$ cat src/rtl/eject_buffer.sv
// eject_buffer: ejection FIFO between the router local port and the PE.
// ejStall rises early so the allocator deflects rather than drops.
`ifndef NUM_CHANNEL
`define NUM_CHANNEL 5
`endif
`ifndef WIDTH_PORT
`define WIDTH_PORT 16
`endif

module eject_buffer #(
  parameter int DEPTH = 4,
  parameter int SLACK = 1
) (
  input  logic                    clk,
  input  logic                    reset,
  input  logic [`NUM_CHANNEL-1:0] localVector,
  input  logic [`WIDTH_PORT-1:0]  localFlit,
  output logic                    ejStall,
  output logic [`WIDTH_PORT-1:0]  peFlit,
  output logic                    peValid,
  input  logic                    peReady,
  output logic                    overflow,
  output logic                    multiHot,
  output logic [7:0]              dropCount
);

  localparam int AW = $clog2(DEPTH);
  localparam int CW = AW + 1;
  localparam logic [CW-1:0] FULL_C  = CW'(DEPTH);
  localparam logic [CW-1:0] STALL_C = CW'(DEPTH - SLACK);

  logic [`WIDTH_PORT-1:0] mem_q [DEPTH];

  logic [AW-1:0] rd_q, rd_d;
  logic [AW-1:0] wr_q, wr_d;
  logic [CW-1:0] cnt_q, cnt_d;
  logic          ovf_q, ovf_d;
  logic          mh_q, mh_d;
  logic [7:0]    drop_q, drop_d;

  logic push, pop, full, wr_en, drop, multi;

  assign peValid   = (cnt_q != '0);
  assign peFlit    = mem_q[rd_q];
  assign ejStall   = (cnt_q >= STALL_C);
  assign overflow  = ovf_q;
  assign multiHot  = mh_q;
  assign dropCount = drop_q;

  always_comb begin
    push  = |localVector;
    pop   = peValid && peReady;
    full  = (cnt_q == FULL_C);
    // a full queue still accepts a flit when the head leaves this cycle
    wr_en = push && (!full || pop);
    drop  = push && full && !pop;
    multi = (localVector
             & (localVector - `NUM_CHANNEL'(1))) != '0;

    rd_d  = pop   ? rd_q + AW'(1) : rd_q;
    wr_d  = wr_en ? wr_q + AW'(1) : wr_q;
    cnt_d = cnt_q;
    if (wr_en && !pop)
      cnt_d = cnt_q + CW'(1);
    else if (!wr_en && pop)
      cnt_d = cnt_q - CW'(1);

    ovf_d  = ovf_q | drop;
    mh_d   = mh_q | multi;
    drop_d = drop_q;
    if (drop && drop_q != 8'hFF)
      drop_d = drop_q + 8'd1;
  end

  always_ff @(posedge clk) begin
    if (reset) begin
      rd_q   <= '0;
      wr_q   <= '0;
      cnt_q  <= '0;
      ovf_q  <= 1'b0;
      mh_q   <= 1'b0;
      drop_q <= '0;
    end else begin
      rd_q   <= rd_d;
      wr_q   <= wr_d;
      cnt_q  <= cnt_d;
      ovf_q  <= ovf_d;
      mh_q   <= mh_d;
      drop_q <= drop_d;
    end
  end

  always_ff @(posedge clk) begin
    if (!reset && wr_en)
      mem_q[wr_q] <= localFlit;
  end

endmodule

$ cat config.mk
export PLATFORM = sky130hd
export DESIGN_NAME = eject_buffer
export DESIGN_NICKNAME = d
export VERILOG_FILES = /design/src/rtl/eject_buffer.sv
export SDC_FILE = /design/constraint.sdc
export NUM_CORES = 1
export LEC_CHECK = 0
export CAP_MARGIN = 20
export CORE_MARGIN = 2
export CORE_UTILIZATION = 30
export DETAILED_ROUTE_END_ITERATION = 6
export HOLD_SLACK_MARGIN = 0.15
export PLACE_DENSITY = 0.59
export REMOVE_ABC_BUFFERS = 1
export SYNTH_ARGS = -nofsm -noshare
export SYNTH_HDL_FRONTEND = slang
export SYNTH_SLANG_ARGS = --single-unit
$ cat constraint.sdc
create_clock -name clk -period 2.55 [get_ports clk]
set_input_delay 0.6375 -clock clk [delete_from_list [all_inputs] [get_ports clk]]
set_output_delay 0.6375 -clock clk [all_outputs]
set_load 0.05 [all_outputs]
==> results of run 1 <==
## layout make-up
type	count	area, µm²	area share
Clock buffer	9	124	0.0288
Clock inverter	7	75.1	0.0174
Inverter	5	18.8	0.00436
Multi-Input combinational cell	95	931	0.216
Sequential cell	83	2300	0.535
Tap cell	140	175	0.0407
Timing Repair Buffer	70	678	0.158
## state kept, by name, indices dropped and copies added, names as in the netlist, named ones only
name       flops
mem_q         64
wr_q           2
overflow       1
multiHot       1
rd_q           2
dropCount      8
cnt_q          3
## cells in the final DEF, fill, tap and decap left out, types with 2 or more instances in the layout
cell type / count
nand3_1: 5
o21a_1: 2
and2_1: 4
inv_1: 5
dfxtp_1: 19
edfxtp_1: 64
clkbuf_8: 9
clkinvlp_4: 2
or3_1: 5
nand2_1: 3
nor2_1: 12
buf_4: 30
ha_1: 6
xor2_1: 4
buf_12: 5
o31ai_1: 4
or4_1: 4
mux2i_1: 2
a21oi_1: 10
mux4_2: 16
inv_6: 2
o21ai_0: 3
clkdlybuf4s50_1: 34
## per-layer routing
| metal | track usage | wire length [µm] | vias to the layer above |
|---|---|---|---|
| met4 | 0.0330 | 58 | 0 |
| met3 | 0.0512 | 442 | 5 |
| met5 | 0 | 0 | - |
| met1 | 0.130 | 2710 | 892 |
| met2 | 0.179 | 2730 | 55 |
| li1 | - | - | 892 |
## cell families after synthesis
kind of cell               Yosys count
AOI/OAI and AO/OA                   24
xor gates and xnor gates             5
adders and majority gates            8
buffers and inverters               13
DFF                                 83
muxes                               18
and+or+nand+nor                     40
## report_power, final
| group | internal, mW | switching, mW | leakage [nW] | total (mW) |
|---|---|---|---|---|
| sequential | 1.64 | 0.0778 | 0.742 | 1.72 |
| clock | 0.457 | 0.476 | 0.0939 | 0.933 |
| combinational | 0.603 | 0.883 | 0.613 | 1.49 |
## worst paths after layout
kind,to,start,depth (start not counted)
min,overflow,overflow,2
min reg2reg,overflow,overflow,2
max reg2reg,cnt_q[2],cnt_q[0],8
max,cnt_q[2],localVector[0],10
## stage by stage
stage	utilization	setup TNS [ns]	total power [mW]
2_1_floorplan	-	0	2.73
3_3_place_gp	0.381	-0.614	3.24
3_5_place_dp	0.381	-1.73	3.26
4_1_cts	0.400	0	4.21
5_1_grt	0.401	-0.0241	4.34
6_report	0.401	0	4.13
## critical path, stage by stage
cell and delay, ns:
clkdlybuf4s50_1 0.42, or4_4 0.56, o21bai_4 0.13, inv_1 0.05
ha_1 0.18, inv_1 0.07, fa_1 0.18, xor2_1 0.08
or3_1 0.30, a21oi_1 0.13
==> impl_metrics.yaml, run 1 <==
floorplan:
  die_area_mm2: 0.0118
  ioPinCount: 52
  placementRows: 38
  coreArea_mm2: 0.0107
  die_x_um: 109
  fp.dieH_um: 109
  initial_core_util: 0.305
logic_synthesis:
  synth_cells: 191
  synth_top_area_cell: "edfxtp_1"
  synthTopCellsByCount: "edfxtp_1 (64), dfxtp_1 (19), mux4_2 (16)"
  synth.distinct_cells: 35
  yosys-mux-area-fraction: 0.116
  synth_top_area_share: 0.586
  synth_top_family_by_area: "multiplexers"
  synth-seq-area-share: 0.702
  avgSynthCellArea_um2: 17.2
  yosys.area_share.xor_xnor: 0.0133
  synth_warnings: 0
  ys_ff_latch: 83
  syn-cell-area_mm2: 0.00328
  synth.most_common_cell: "edfxtp_1"
  synthTopCellsByArea: "edfxtp_1 (59%), dfxtp_1 (12%), mux4_2 (11%)"
  synth_compound_area_frac: 0.0477
  synth_fa_ha_area_frac: 0.0320
  synth-edff-count: 64
  async_flop_share: 0
  yosys.area_share.simple: 0.0725
  synthFlopType: "edfxtp_1"
global_route:
  grt_pass1_vias: 1922
  grt_max_degree: 19
  grt_usage: 0.110
  grt-ovfl-total: 0
  grt_pass1_wl_um: 9470
  antenna_found_initial: 0
setup_path:
  worstPathRequired_ns: 2.83
  cp_max_fo: 2
  crit_arrival_ns: 2.74
  worstSetupStartpointType: "input port"
  worstSetupPathType: "in2reg"
  end_kind: "flop"
  r2r_setup_slack_ns: 0.36
clock_network:
  htreeDepth: 3
  clk_latency_ns: 0.35
  cts_root_buf: "clkbuf_8"
  ctsHoldBuffers: 0
  clock-sinks: 83
  cts_buffer_depth: 2
  cts_tree: "built"
  cts_resized: 0
  cts_setup_buffers: 0
  cts_buffers: 9
  clk_pin_slew_ns: 0.09
sta:
  finalCriticalPeriod_ns: 2.46
  fin_skew_ns: 0.0106
  setup_viol: 0
  max_freq_mhz: 407
  hold_viol: 0
  finalMaxSlewViolations: 0
  timing.hold.ws_ns: 0.490
  max_slew.worst_pin.slew_ns: 0.680
  rsz0062_at_grt: "yes"
  period_share: 0.964
  setup_slack_ns: 0.0928
  relSlewSlack: 0.545
layout:
  antenna_cells: 0
  fin_nets: 295
  fillers: 1027
  syn2layout_area_growth_pct: 31.2
  drive_gt1_frac: 0.264
  layout.cells.non_filler: 409
  final_cell_area_mm2: 0.00430
pwr:
  p_per_area_mw_per_mm2: 961
  leakagePower_nw: 1.45
  vdd_drop_max_mv: 0.488
detailed_routing:
  wire_per_inst_um: 14.5
  detail_route.first_pass.iterations: 4
  drc: 0
  routed_wl_um: 5950
  antenna_left: 0
  drt-initial-drc-count: 48
  vias: 1844
  vias_per_cell: 4.51
place:
  dpl-instance-area_mm2: 0.00410
  place_ws_ns: -0.293
  hpwl_um: 3830
  gp_congestion: 0.765
  dp.cells: 393
  portBuffers: 51
run_status:
  status: "completed"
min_path:
  hold_class: "reg2reg"
flow_run:
  drv_cap: 0
(Power assumes the default switching activity.)
==> inputs of run 2 (changes only) <==
--- a/config.mk
+++ b/config.mk
@@ -5,6 +5,7 @@
 export SDC_FILE = /design/constraint.sdc
 export NUM_CORES = 1
 export LEC_CHECK = 0
+export ABC_AREA = 1
 export CAP_MARGIN = 20
 export CORE_MARGIN = 2
 export CORE_UTILIZATION = 30
==> constraint.sdc (replaced) <==
create_clock -name clk -period 2 [get_ports clk]
set_input_delay 0.5 -clock clk [delete_from_list [all_inputs] [get_ports clk]]
set_output_delay 0.5 -clock clk [all_outputs]
set_load 0.05 [all_outputs]
==> impl_metrics.yaml, run 2 <==
logic_synthesis:
  synth_cells: 308
  synthTopCellsByCount: "edfxtp_1 (64), nor2_1 (43), o21ai_0 (41)"
  yosys.area_share.xor_xnor: 0.00508
  syn-cell-area_mm2: 0.00345
  synth_fa_ha_area_frac: 0.0276
  synth_top_area_cell: "edfxtp_1"
  async_flop_share: 0
  synth-edff-count: 64
  synth.distinct_cells: 25
  synth.most_common_cell: "edfxtp_1"
  synth_warnings: 0
  synth_top_family_by_area: "simple AND/OR/NAND/NOR gates"
  yosys.area_share.simple: 0.129
  synthTopCellsByArea: "edfxtp_1 (56%), dfxtp_1 (11%), o21ai_0 (5.9%)"
  synth-seq-area-share: 0.667
  synth_top_area_share: 0.557
  yosys-mux-area-fraction: 0
  synthFlopType: "edfxtp_1"
  synth_compound_area_frac: 0.128
  avgSynthCellArea_um2: 11.2
  ys_ff_latch: 83
floorplan:
  die_area_mm2: 0.0124
  die_x_um: 111
  placementRows: 39
  coreArea_mm2: 0.0113
  ioPinCount: 52
  initial_core_util: 0.305
  fp.dieH_um: 111
global_route:
  grt_max_degree: 25
  grt_pass1_wl_um: 11600
  grt_usage: 0.121
  antenna_found_initial: 1
  grt_pass1_vias: 2361
  grt-ovfl-total: 0
setup_path:
  slowest_stage: "dfxtp_4"
  r2r_cells: 10
  crit_chain: "buf_12 -> o21ai_1 -> o22ai_1 -> buf_4"
  worstSetupStartpointType: "flop"
  critPathBufInv: 2
  r2r_setup_slack_ns: 0.16
  r2r_start: "cnt_q[0]"
  worstSetupPathType: "reg2out"
  cp_top_family: "buffers and inverters"
  cp_max_fo: 24
  worstPathRequired_ns: 1.50
  crit_arrival_ns: 1.45
  reg2reg_to: "cnt_q[2]"
  end_kind: "primary output"
  max_stage_delay_ns: 0.38
detailed_routing:
  drt-initial-drc-count: 126
  wire_per_inst_um: 13.4
  routed_wl_um: 7120
  drc: 0
  vias_per_cell: 4.54
  antenna_left: 0
  vias: 2409
  detail_route.first_pass.iterations: 4
min_path:
  hold_start: "overflow"
  whs_endpoint: "overflow"
  whs_path_depth: 2
  hold_class: "reg2reg"
layout:
  syn2layout_area_growth_pct: 35.8
  final_cell_mix: "edfxtp_1 (64), nor2_1 (43), nand2_1 (39), buf_4 (37), o21ai_0 (34)"
  fin_nets: 415
  final_common_cell: "edfxtp_1"
  largest_reg_flops: 64
  fin_util: 0.414
  layout.cells.non_filler: 531
  drive_gt1_frac: 0.245
  antenna_cells: 0
  top_register: "mem_q"
clock_network:
  clock-sinks: 83
  cts_buffer_depth: 2
  clk_latency_ns: 0.33
  cts_root_buf: "clkbuf_16"
  cts_buffers: 9
  cts_setup_buffers: 0
  ctsHoldBuffers: 0
  htreeDepth: 3
  clk_pin_slew_ns: 0.06
  cts_tree: "built"
sta:
  hold_viol: 0
  rsz0062_at_grt: "no"
  max_freq_mhz: 513
  fin_skew_ns: 0.0102
  finalMaxSlewViolations: 0
  setup_viol: 0
  max_slew.worst_pin.slew_ns: 0.504
  period_share: 0.974
  finalCriticalPeriod_ns: 1.95
  relSlewSlack: 0.663
pwr:
  vdd_drop_max_mv: 0.795
  p_per_area_mw_per_mm2: 1240
  leakagePower_nw: 1.79
flow_run:
  drv_cap: 0
run_status:
  status: "completed"
place:
  gp_congestion: 0.709
  portBuffers: 51
  dp.cells: 514
  hpwl_um: 4560
## run 2: cell count changes in the layout (fill, tap and decap cells not counted), sizes merged, moves of 17 or more
cell,change
nor2,+36
nand2,+41
o21ai,+37
inv,+24
clkdlybuf4s50,-17
## run 2: routing by layer
metal	routed length, µm	global-route usage	vias up
li1	-	-	1218
met3	399	0.0503	9
met5	13	0	-
met2	3490	0.198	49
met1	3120	0.140	1131
met4	95	0.0477	2
## run 2: logic make-up (layout without fill, tap and decap cells)
group | after synthesis | count (layout)
AO/OA/AOI/OAI | 78 | 78
XOR/XNOR | 2 | 2
adder cells (fa/ha/maj) | 7 | 7
buffers and inverters | 39 | 119
flip-flops | 83 | 83
AND/OR/NAND/NOR | 99 | 99
## run 2: what timing repair did
item / CTS / global route
endpoints found under the setup margin: 10 / 11
gates resized for setup: 14 / 17
pin swaps: 2 / 3
gates cloned: 1 / 1
## run 2: layout make-up
cell class / instances / area, µm²
Clock inverter: 6 / 65.1
Sequential cell: 83 / 2310
Clock buffer: 9 / 225
Tap cell: 143 / 179
Multi-Input combinational cell: 186 / 1010
Timing Repair Buffer: 74 / 779
Fill cell: 1077 / 6640
Inverter: 30 / 118
## run 2: worst max path at each step
stage                   start         to  slack (ns)  depth (start not counted)
2_1_floorplan            flop  peFlit[0]       -0.46                          3
3_3_place_gp          peReady   cnt_q[2]       -0.37                         12
3_5_place_dp   localVector[0]   cnt_q[2]       -0.41                         12
4_1_cts        localVector[0]   cnt_q[2]      0.0007                         12
5_1_grt                  flop  peFlit[9]      0.0004                          4
6_report                 flop  peFlit[8]        0.05                          4
## run 2: metrics by stage
stage                     cell area, µm²  TNS, ns  setup WS (ns)  total power, mW  hold WS [ns]
after detailed placement            4300   -10.70         -0.407             4.13         0.456
after global placement              4300    -8.80         -0.367             4.10         0.443
after CTS                           4630        0       0.000706             5.81         0.457
after floorplan                     3420    -7.50         -0.460             3.35         0.433
after global routing                4690        0       0.000417             6.09         0.477
final                               4690        0         0.0512             5.80         0.459
## run 2: worst min-delay path, stage by stage, from the launching register on
cell and delay, ns:
dfxtp_1 0.31, inv_1 0.05, a21oi_1 0.05
## run 2: power breakdown
part	switching (mW)	total, mW	internal, mW
Clock	0.639	1.60	0.961
Sequential	0.0904	2.17	2.08
Combinational	1.30	2.02	0.725
Total	2.03	5.80	3.77
==> inputs of run 3 (changes only) <==
--- a/config.mk
+++ b/config.mk
@@ -12,7 +12,6 @@
 export DETAILED_ROUTE_END_ITERATION = 6
 export HOLD_SLACK_MARGIN = 0.15
 export PLACE_DENSITY = 0.59
-export REMOVE_ABC_BUFFERS = 1
 export SYNTH_ARGS = -nofsm -noshare
 export SYNTH_HDL_FRONTEND = slang
 export SYNTH_SLANG_ARGS = --single-unit
==> impl_metrics.yaml, run 3 (same netlist as run 2, synthesis figures left out) <==
run_status:
  status: "completed"
layout:
  fin_nets: 417
  final_cell_mix: "edfxtp_1 (64), nor2_1 (43), buf_4 (40), nand2_1 (38), o21ai_0 (32)"
  drive_gt1_frac: 0.286
  layout.cells.non_filler: 534
  largest_reg_flops: 64
  antenna_cells: 0
  regArea_mm2: 0.00231
  final_common_cell: "edfxtp_1"
  multiInputGateArea_mm2: 0.00111
  fillers: 1072
  syn2layout_area_growth_pct: 38.4
  top_register: "mem_q"
setup_path:
  crit_chain: "clkdlybuf4s50_1 -> inv_2 -> nand3_1 -> nand2_2 -> inv_1 -> ha_1 -> inv_1 -> fa_2 -> a21oi_2 -> o21ai_1 -> o21ai_1 -> a21oi_1"
  r2r_cells: 9
  worstSetupPathType: "in2reg"
  worstSetupStartpointType: "input port"
  cp_max_fo: 2
  path_depth: 12
  cp_top_family: "buffers and inverters"
  critPathBufInv: 4
  max_stage_delay_ns: 0.49
  slowest_stage: "clkdlybuf4s50_1"
  end_kind: "flop"
  worstPathRequired_ns: 2.22
  crit_arrival_ns: 2.15
place:
  dp.cells: 513
  gp_congestion: 0.716
  portBuffers: 51
  hpwl_um: 4590
sta:
  max_slew.worst_pin.slew_ns: 0.502
  fin_skew_ns: 0.00419
  max_freq_mhz: 517
  finalSetupTns_ns: 0
  relSlewSlack: 0.665
  rsz0062_at_grt: "yes"
  finalMaxSlewViolations: 0
  period_share: 0.967
  setup_viol: 0
  hold_viol: 0
  finalCriticalPeriod_ns: 1.93
detailed_routing:
  wire_per_inst_um: 13.6
  drc: 0
  drt-initial-drc-count: 118
  vias: 2417
  detail_route.first_pass.iterations: 4
  vias_per_cell: 4.53
  antenna_left: 0
  routed_wl_um: 7260
global_route:
  antenna_found_initial: 0
  grt_pass1_vias: 2414
  grt_usage: 0.121
  grt-ovfl-total: 0
  grt_max_degree: 33
  grt_pass1_wl_um: 11800
pwr:
  leakagePower_nw: 1.81
  pwr-share-clk: 0.286
  power.share.sequential: 0.364
  sw_frac_of_total: 0.344
  p_sw_mw: 2.06
  vdd_drop_max_mv: 0.658
  internal-power_mw: 3.92
  p_comb_frac: 0.350
  p_per_area_mw_per_mm2: 1250
  fin_total_pwr_mw: 5.98
clock_network:
  cts_root_buf: "clkbuf_16"
  clock-sinks: 83
  htreeDepth: 3
  clk_latency_ns: 0.33
  cts_buffer_depth: 2
  cts_tree: "built"
  cts_buffers: 9
  clk_pin_slew_ns: 0.06
floorplan:
  initial_core_util: 0.305
  coreArea_mm2: 0.0113
  fp.dieH_um: 111
  ioPinCount: 52
  placementRows: 39
  die_x_um: 111
  die_area_mm2: 0.0124
min_path:
  hold_class: "reg2reg"
  whs_path_depth: 2
logic_synthesis:
  synth.net_count: 339
flow_run:
  drv_cap: 0
## run 3: cell count changes in the layout (fill, tap and decap cells not counted), moves of 3 or more
cell / previous run / this run
o22ai_2: 0 / 14
o21ai_2: 0 / 3
o22ai_1: 16 / 2
inv_2: 7 / 4
buf_4: 37 / 40
## run 3: routing by layer
layer | GRT usage | part of all wire | routed length, µm | up-vias
met1 | 0.146 | 0.45 | 3300 | 1137
met2 | 0.207 | 0.49 | 3560 | 46
met3 | 0.0350 | 0.042 | 303 | 9
met4 | 0.0420 | 0.013 | 93 | 0
li1 | - | - | - | 1225
met5 | 0 | 0 | 0 | -
## run 3: final timing paths
kind | from | to | slack (ns)
max | peReady | cnt_q[2] | 0.07
min | rd_q[1] | flop | 0.46
max reg2reg | cnt_q[0] | cnt_q[1] | 0.25
min reg2reg | rd_q[1] | flop | 0.46
## run 3: area by class of cell
type / count / area share
sequential: 83 / 0.484
clock buffer: 10 / 0.0480
tap: 143 / 0.0375
inverter: 30 / 0.0246
multi-input combinational: 186 / 0.232
timing repair buffer: 76 / 0.157
clock inverter: 6 / 0.0168
## run 3: power groups by stage
stage | Combinational (mW) | Clock [mW] | Sequential [mW]
after floorplan | 1.26 | 0 | 2.21
after global placement | 1.96 | 0 | 2.19
after detailed placement | 1.99 | 0 | 2.19
after CTS | 2.00 | 1.76 | 2.16
after global routing | 2.24 | 1.85 | 2.20
final | 2.09 | 1.71 | 2.18
## run 3: repair_timing
item / in CTS / in global routing
hold buffers: 0 / 0
setup buffers: 0 / 3
endpoints found under the setup margin: 4 / 17
resized for setup: 4 / 27
pin swaps: 0 / 3
cloned: 0 / 2
endpoints found under the hold margin: 0 / 0
## run 3: worst reg2reg max path, cell delays in order, from the launching register on
cell and delay, ns:
dfxtp_1 0.35, nor2_1 0.18, nand3_1 0.11, nand2_2 0.08, inv_1 0.05, ha_1 0.16
inv_1 0.09, fa_2 0.44, o21ai_1 0.12, a21oi_1 0.05
## run 3: metrics by stage
step / instance area (µm²) / util / hold WS, ns / setup WS [ns]
finish: 4770 / 0.422 / 0.462 / 0.0662
floorplan: 3540 / - / 0.433 / 0.0106
global route: 4770 / 0.422 / 0.507 / -0.0403
CTS: 4670 / 0.412 / 0.467 / -0.0120
global placement: 4350 / 0.385 / 0.439 / -0.364
detailed placement: 4350 / 0.385 / 0.450 / -0.420
